--- src/rtl/ctrl_int_if.sv ---
// ctrl_int_if: signal bundle between the interrupt controller, the e_s
// request lines and the control unit (uc).
//   slave  : controller side (ctrl_int)
//   master : uc / e_s side (drives requests, mask, inta, reti, pc_in)
// Signals:
//   req[3:0]        request lines, rising edge = event
//   mask_we/mask_in mask register write strobe and value (1 = disabled)
//   inta, reti      acknowledge and return-from-interrupt pulses from uc
//   pc_in           current PC, captured on grant
//   irq             interrupt request to uc
//   vec, pc_ret     vector address and saved return PC of the last grant
//   pending         latched events (masked ones included)
//   in_service      one-hot source under service
//   mask            current mask register
interface ctrl_int_if #(
  parameter int PC_W = 10
);
  logic [3:0]      req;
  logic            mask_we;
  logic [3:0]      mask_in;
  logic            inta;
  logic            reti;
  logic [PC_W-1:0] pc_in;
  logic            irq;
  logic [PC_W-1:0] vec;
  logic [PC_W-1:0] pc_ret;
  logic [3:0]      pending;
  logic [3:0]      in_service;
  logic [3:0]      mask;

  modport slave (
    input  req, mask_we, mask_in, inta, reti, pc_in,
    output irq, vec, pc_ret, pending, in_service, mask
  );

  modport master (
    output req, mask_we, mask_in, inta, reti, pc_in,
    input  irq, vec, pc_ret, pending, in_service, mask
  );
endinterface

--- src/rtl/ctrl_int.sv ---
// ctrl_int: four-source interrupt controller between e_s and uc.
// Latches rising edges of req as pending events, raises irq, and on inta
// grants one eligible source (fixed or round-robin priority), saving the
// return PC and producing the source's vector address. One interrupt is
// serviced at a time until reti.
// Ports:
//   clk    system clock, rising edge
//   reset  asynchronous, active-high; clears all state
//   bus    ctrl_int_if.slave (requests, mask, handshake, vector outputs)
//
// state | meaning
// IDLE  | no request outstanding; waits for an eligible pending event
// REQ   | irq asserted; waits for inta (or falls back if nothing eligible)
// SERV  | a source is being serviced; waits for reti
module ctrl_int #(
  parameter int              PC_W       = 10,
  parameter logic [PC_W-1:0] VEC_BASE   = 10'h3C0,
  parameter int              VEC_STRIDE = 4,
  parameter bit              ROTATE     = 1'b0
) (
  input logic        clk,
  input logic        reset,
  ctrl_int_if.slave  bus
);

  typedef enum logic [1:0] {
    IDLE = 2'd0,
    REQ  = 2'd1,
    SERV = 2'd2
  } state_t;

  state_t          state_q, state_d;
  logic [3:0]      req_prev_q;
  logic [3:0]      pending_q, pending_d;
  logic [3:0]      mask_q, mask_d;
  logic [3:0]      in_service_q, in_service_d;
  logic [PC_W-1:0] vec_q, vec_d;
  logic [PC_W-1:0] pc_ret_q, pc_ret_d;
  logic [1:0]      last_grant_q, last_grant_d;
  logic            irq_q, irq_d;

  logic [3:0]      rise;
  logic [3:0]      eligible;
  logic [3:0]      pending_clr;
  logic [1:0]      win;
  logic            win_found;
  logic [1:0]      idx;
  logic [31:0]     vec_off;

  assign rise     = bus.req & ~req_prev_q;
  assign eligible = pending_q & ~mask_q;

  // Winner selection. Round-robin walks last_grant+1 .. last_grant+4 using
  // 2-bit wrap-around; fixed priority lets the lowest index win.
  always_comb begin
    win       = 2'd0;
    win_found = 1'b0;
    idx       = 2'd0;
    if (ROTATE) begin
      for (int k = 1; k <= 4; k++) begin
        idx = last_grant_q + 2'(k);
        if (!win_found && eligible[idx]) begin
          win       = idx;
          win_found = 1'b1;
        end
      end
    end else begin
      for (int k = 3; k >= 0; k--) begin
        if (eligible[k]) begin
          win       = 2'(k);
          win_found = 1'b1;
        end
      end
    end
  end

  assign vec_off = 32'(win) * 32'(VEC_STRIDE);

  always_comb begin
    state_d      = state_q;
    pending_clr  = 4'b0000;
    in_service_d = in_service_q;
    vec_d        = vec_q;
    pc_ret_d     = pc_ret_q;
    last_grant_d = last_grant_q;
    case (state_q)
      IDLE: begin
        if (eligible != 4'b0000) state_d = REQ;
      end
      REQ: begin
        // eligible uses the registered mask, so a mask write in the same
        // cycle as inta does not affect this grant.
        if (bus.inta && win_found) begin
          vec_d        = VEC_BASE + vec_off[PC_W-1:0];
          pc_ret_d     = bus.pc_in;
          pending_clr  = 4'b0001 << win;
          in_service_d = 4'b0001 << win;
          last_grant_d = win;
          state_d      = SERV;
        end else if (eligible == 4'b0000) begin
          state_d = IDLE;
        end
      end
      SERV: begin
        if (bus.reti) begin
          in_service_d = 4'b0000;
          state_d      = IDLE;
        end
      end
      default: state_d = IDLE;
    endcase
    // A new edge in the same cycle as the grant clear keeps the bit set.
    pending_d = (pending_q & ~pending_clr) | rise;
    mask_d    = bus.mask_we ? bus.mask_in : mask_q;
    irq_d     = (state_d == REQ);
  end

  always_ff @(posedge clk or posedge reset) begin
    if (reset) begin
      state_q      <= IDLE;
      req_prev_q   <= 4'b0000;
      pending_q    <= 4'b0000;
      mask_q       <= 4'b0000;
      in_service_q <= 4'b0000;
      vec_q        <= '0;
      pc_ret_q     <= '0;
      last_grant_q <= 2'd3;
      irq_q        <= 1'b0;
    end else begin
      state_q      <= state_d;
      req_prev_q   <= bus.req;
      pending_q    <= pending_d;
      mask_q       <= mask_d;
      in_service_q <= in_service_d;
      vec_q        <= vec_d;
      pc_ret_q     <= pc_ret_d;
      last_grant_q <= last_grant_d;
      irq_q        <= irq_d;
    end
  end

  assign bus.irq        = irq_q;
  assign bus.vec        = vec_q;
  assign bus.pc_ret     = pc_ret_q;
  assign bus.pending    = pending_q;
  assign bus.in_service = in_service_q;
  assign bus.mask       = mask_q;

endmodule

--- src/flat_wrapper.sv ---
// flat-port wrapper written by rule: the top's interface ports become plain ports
module ctrl_int_flat 
#(
  parameter int              PC_W       = 10,
  parameter logic [PC_W-1:0] VEC_BASE   = 10'h3C0,
  parameter int              VEC_STRIDE = 4,
  parameter bit              ROTATE     = 1'b0
)
  (clk, reset, bus_req, bus_mask_we, bus_mask_in, bus_inta, bus_reti, bus_pc_in, bus_irq, bus_vec, bus_pc_ret, bus_pending, bus_in_service, bus_mask);
  ctrl_int_if #(.PC_W(PC_W)) bus_i ();
  input logic clk;
  input logic reset;
  input wire logic [$bits(bus_i.req)-1:0] bus_req;
  input wire logic [$bits(bus_i.mask_we)-1:0] bus_mask_we;
  input wire logic [$bits(bus_i.mask_in)-1:0] bus_mask_in;
  input wire logic [$bits(bus_i.inta)-1:0] bus_inta;
  input wire logic [$bits(bus_i.reti)-1:0] bus_reti;
  input wire logic [$bits(bus_i.pc_in)-1:0] bus_pc_in;
  output wire logic [$bits(bus_i.irq)-1:0] bus_irq;
  output wire logic [$bits(bus_i.vec)-1:0] bus_vec;
  output wire logic [$bits(bus_i.pc_ret)-1:0] bus_pc_ret;
  output wire logic [$bits(bus_i.pending)-1:0] bus_pending;
  output wire logic [$bits(bus_i.in_service)-1:0] bus_in_service;
  output wire logic [$bits(bus_i.mask)-1:0] bus_mask;
  assign bus_i.req = bus_req;
  assign bus_i.mask_we = bus_mask_we;
  assign bus_i.mask_in = bus_mask_in;
  assign bus_i.inta = bus_inta;
  assign bus_i.reti = bus_reti;
  assign bus_i.pc_in = bus_pc_in;
  assign bus_irq = bus_i.irq;
  assign bus_vec = bus_i.vec;
  assign bus_pc_ret = bus_i.pc_ret;
  assign bus_pending = bus_i.pending;
  assign bus_in_service = bus_i.in_service;
  assign bus_mask = bus_i.mask;
  ctrl_int #(.PC_W(PC_W), .VEC_BASE(VEC_BASE), .VEC_STRIDE(VEC_STRIDE), .ROTATE(ROTATE)) u_core (.clk(clk), .reset(reset), .bus(bus_i));
endmodule
--- config.mk ---
export PLATFORM = sky130hd
export DESIGN_NAME = ctrl_int_flat
export DESIGN_NICKNAME = d
export VERILOG_FILES = /design/src/rtl/ctrl_int_if.sv /design/src/rtl/ctrl_int.sv /design/src/flat_wrapper.sv
export SDC_FILE = /design/constraint.sdc
export NUM_CORES = 1
export LEC_CHECK = 0
export CAP_MARGIN = 15
export CORE_ASPECT_RATIO = 1.25
export CORE_MARGIN = 4
export CORE_UTILIZATION = 30
export DETAILED_ROUTE_END_ITERATION = 12
export PLACE_DENSITY_LB_ADDON = 0.05
export RECOVER_POWER = 50
export SETUP_SLACK_MARGIN = 0.2
export SLEW_MARGIN = 20
export SYNTH_ARGS = -nofsm -noshare
export SYNTH_HDL_FRONTEND = slang
export SYNTH_SLANG_ARGS = --single-unit
--- constraint.sdc ---
create_clock -name clk -period 2.15 [get_ports clk]
set_input_delay 0.5375 -clock clk [delete_from_list [all_inputs] [get_ports clk]]
set_output_delay 0.5375 -clock clk [all_outputs]
set_load 0.02 [all_outputs]
==> impl_metrics.env <==
export IMPL_yosys_area_top_type="dfrtp_1"
export IMPL_design_area_mm2=0.00199
export IMPL_crit_family="buffers and inverters"
export IMPL_antenna_found_initial=0
export IMPL_cts_num_sinks=32
export IMPL_synth_top_cells_by_area="dfrtp_1, mux2_2, mux2_4, buf_4, inv_1"
export IMPL_tns_ns=0
export IMPL_worst_slack_ns=0.278
export IMPL_netlist_area_mm2=0.00138
export IMPL_max_freq_mhz=534
export IMPL_endpoint_kind="output pin"
export IMPL_post_cts_buffers=0
export IMPL_rows=27
export IMPL_max_cap_viol_count=0
export IMPL_grt_first_pass_wirelength_um=4850
export IMPL_synthCells=100
export IMPL_coreArea_mm2=0.00443
export IMPL_setup_viol_count_final=0
export IMPL_final_cell_mix="clkdlybuf4s50_1, dfrtp_1, mux2_2, inv_1, dlygate4sd3_1"
export IMPL_cts_buffers=5
export IMPL_mostFrequentLayoutCell="clkdlybuf4s50_1"
export IMPL_peakVddDrop_uv=417
export IMPL_start_util_pct=31.1
export IMPL_yosysTopAreaCellShare_pct=58.2
export IMPL_wl_per_cell_um=13.7
export IMPL_via_per_inst=4.44
export IMPL_drv_slew=0
export IMPL_portBuffers=51
export IMPL_io_pins=56
export IMPL_cts_tree="built"
export IMPL_cts_resized=0
export IMPL_period_minus_slack_ns=1.87
export IMPL_total_power_mw=2.53
export IMPL_hpwlAfterDp_um=2200
export IMPL_firstDrtPassIters=2
export IMPL_crit_type="reg -> out"
export IMPL_crit_required_ns=1.61
export IMPL_drt_total_wl_um=2940
export IMPL_layout_drive_gt1_share_pct=21.0
export IMPL_status="finished, final reports clean"
export IMPL_yosysSeqAreaShare_pct=58.2
export IMPL_fin_crit_sh_pct=87.1
export IMPL_area_growth_pct=44.3
export IMPL_synth_cell_types=27
export IMPL_ys_ff_latch=32
export IMPL_synth_avg_cell_area_um2=13.8
export IMPL_gp_congestion=0.727
export IMPL_insertion_delay_ns=0.28
export IMPL_synth_warnings=0
export IMPL_holdCritPathClass="reg -> reg"
export IMPL_vias=955
export IMPL_cp_buffers_inverters=1
export IMPL_tightest_slew_ns=0.780
export IMPL_arrival_ns=1.33
export IMPL_drc=0
export IMPL_cellLeakagePower_nw=0.860
export IMPL_dp_slack_ns=0.127
export IMPL_placed_area_mm2=0.00195
export IMPL_hold_viol=0
export IMPL_slew_headroom_pct=48.0
export IMPL_cp_slowest_cell="clkdlybuf4s50_1"
export IMPL_cp_start_kind="flip-flop"
export IMPL_drt_initial_drc_count=15
export IMPL_worstPathCellList="clkdlybuf4s50_1"
export IMPL_postCtsHoldBufs=0
export IMPL_grt_usage_pct=11.5
export IMPL_fp_dieW_um=68.6
export IMPL_overflow=0
export IMPL_path_clk_slew_ns=0.06
export IMPL_p_per_area_mw_per_mm2=1270
export IMPL_cp_slowest_stage_delay_ns=0.64
export IMPL_die_area_mm2=0.00574
export IMPL_grt_max_degree=33
export IMPL_htreeDepth=2
export IMPL_grt_pass1_vias=1048
export IMPL_clock_skew_ns=0.00542
export IMPL_clk_root_buffer_cell="clkbuf_8"
export IMPL_worst_path_max_fanout=5
export IMPL_ant_nets=0
export IMPL_dieHeight_um=83.7
export IMPL_final_nets=180
export IMPL_rsz0062_at_grt="no"
export IMPL_antenna_cells=0
export IMPL_clockBufferDepth=2
[path summary, 6_finish.rpt]
path / endpoint / depth (start not counted) / slack (ns) / from
worst min-delay path: u_core.bus.pending[2] / 1 / 0.42 / u_core.req_prev_q[2]
min in group asynchronous: u_core.req_prev_q[1] / 3 / 0.92 / reset
max in group asynchronous: u_core.bus.vec[3] / 3 / 0.74 / reset
worst max-delay path: bus_mask[1] / 1 / 0.28 / u_core.bus.mask[1]
worst max register to register: u_core.bus.pc_ret[5] / 4 / 0.54 / u_core.bus.mask[0]
worst min register to register: u_core.bus.pending[2] / 1 / 0.42 / u_core.req_prev_q[2]
[registers in the layout, indices dropped and copies added, names as in the netlist]
register and cells:
u_core.bus.pending 4, u_core.state_q 2, u_core.bus.in_service 4, u_core.bus.mask 4, u_core.bus.pc_ret 10, u_core.req_prev_q 4
u_core.bus.vec 3, u_core.bus.irq 1
[power by group]
group | switching, mW | internal (mW) | total, mW | leakage (nW)
clock | 0.204 | 0.219 | 0.424 | 0.0410
sequential | 0.133 | 0.811 | 0.944 | 0.372
combinational | 0.530 | 0.629 | 1.16 | 0.447
[layout make-up]
type	instances	area (um^2)
sequential	32	801
multi-input combinational	55	458
clock buffer	6	72.6
fill	456	2440
timing repair buffer	55	547
inverter	8	30.0
tap	58	72.6
clock inverter	1	5.00
[logic make-up after synthesis]
family / share of synthesized area (%)
simple gates: 10.3
flops: 58.2
compound gates: 11.1
other cells: 0.272
buf+inv: 7.09
mux: 13.1
[layer usage]
| metal | global-route usage (%) | wire length [um] |
|---|---|---|
| met1 | 12.0 | 1100 |
| met2 | 19.3 | 1550 |
| met3 | 5.26 | 240 |
| met4 | 4.88 | 60 |
| met5 | 0 | 0 |
[cell usage after synthesis]
master	instances
nand2b_4	1
a31oi_2	1
a22o_1	3
o21ai_0	5
o211ai_1	1
nand2_1	2
conb_1	1
inv_1	8
nand2b_2	3
and3b_2	2
a21oi_1	2
o31ai_1	2
nand3b_4	1
buf_8	1
a21bo_2	1
nor2b_1	2
buf_4	7
a32o_1	1
or2_2	1
and2b_1	1
a31o_2	1
a41oi_4	1
mux2_4	6
dfrtp_1	32
nand4_1	2
nor2_1	4
mux2_2	8
[per-stage QoR]
| stage | cells | hold slack (ns) | util [%] |
|---|---|---|---|
| 2_1_floorplan | 103 | 0.400 | - |
| 3_3_place_gp | 208 | 0.404 | 44.0 |
| 3_5_place_dp | 208 | 0.413 | 44.0 |
| 4_1_cts | 215 | 0.421 | 45.7 |
| 5_1_grt | 215 | 0.438 | 44.9 |
| 6_report | 215 | 0.422 | 44.9 |
Power figures use the tool's default switching activity.
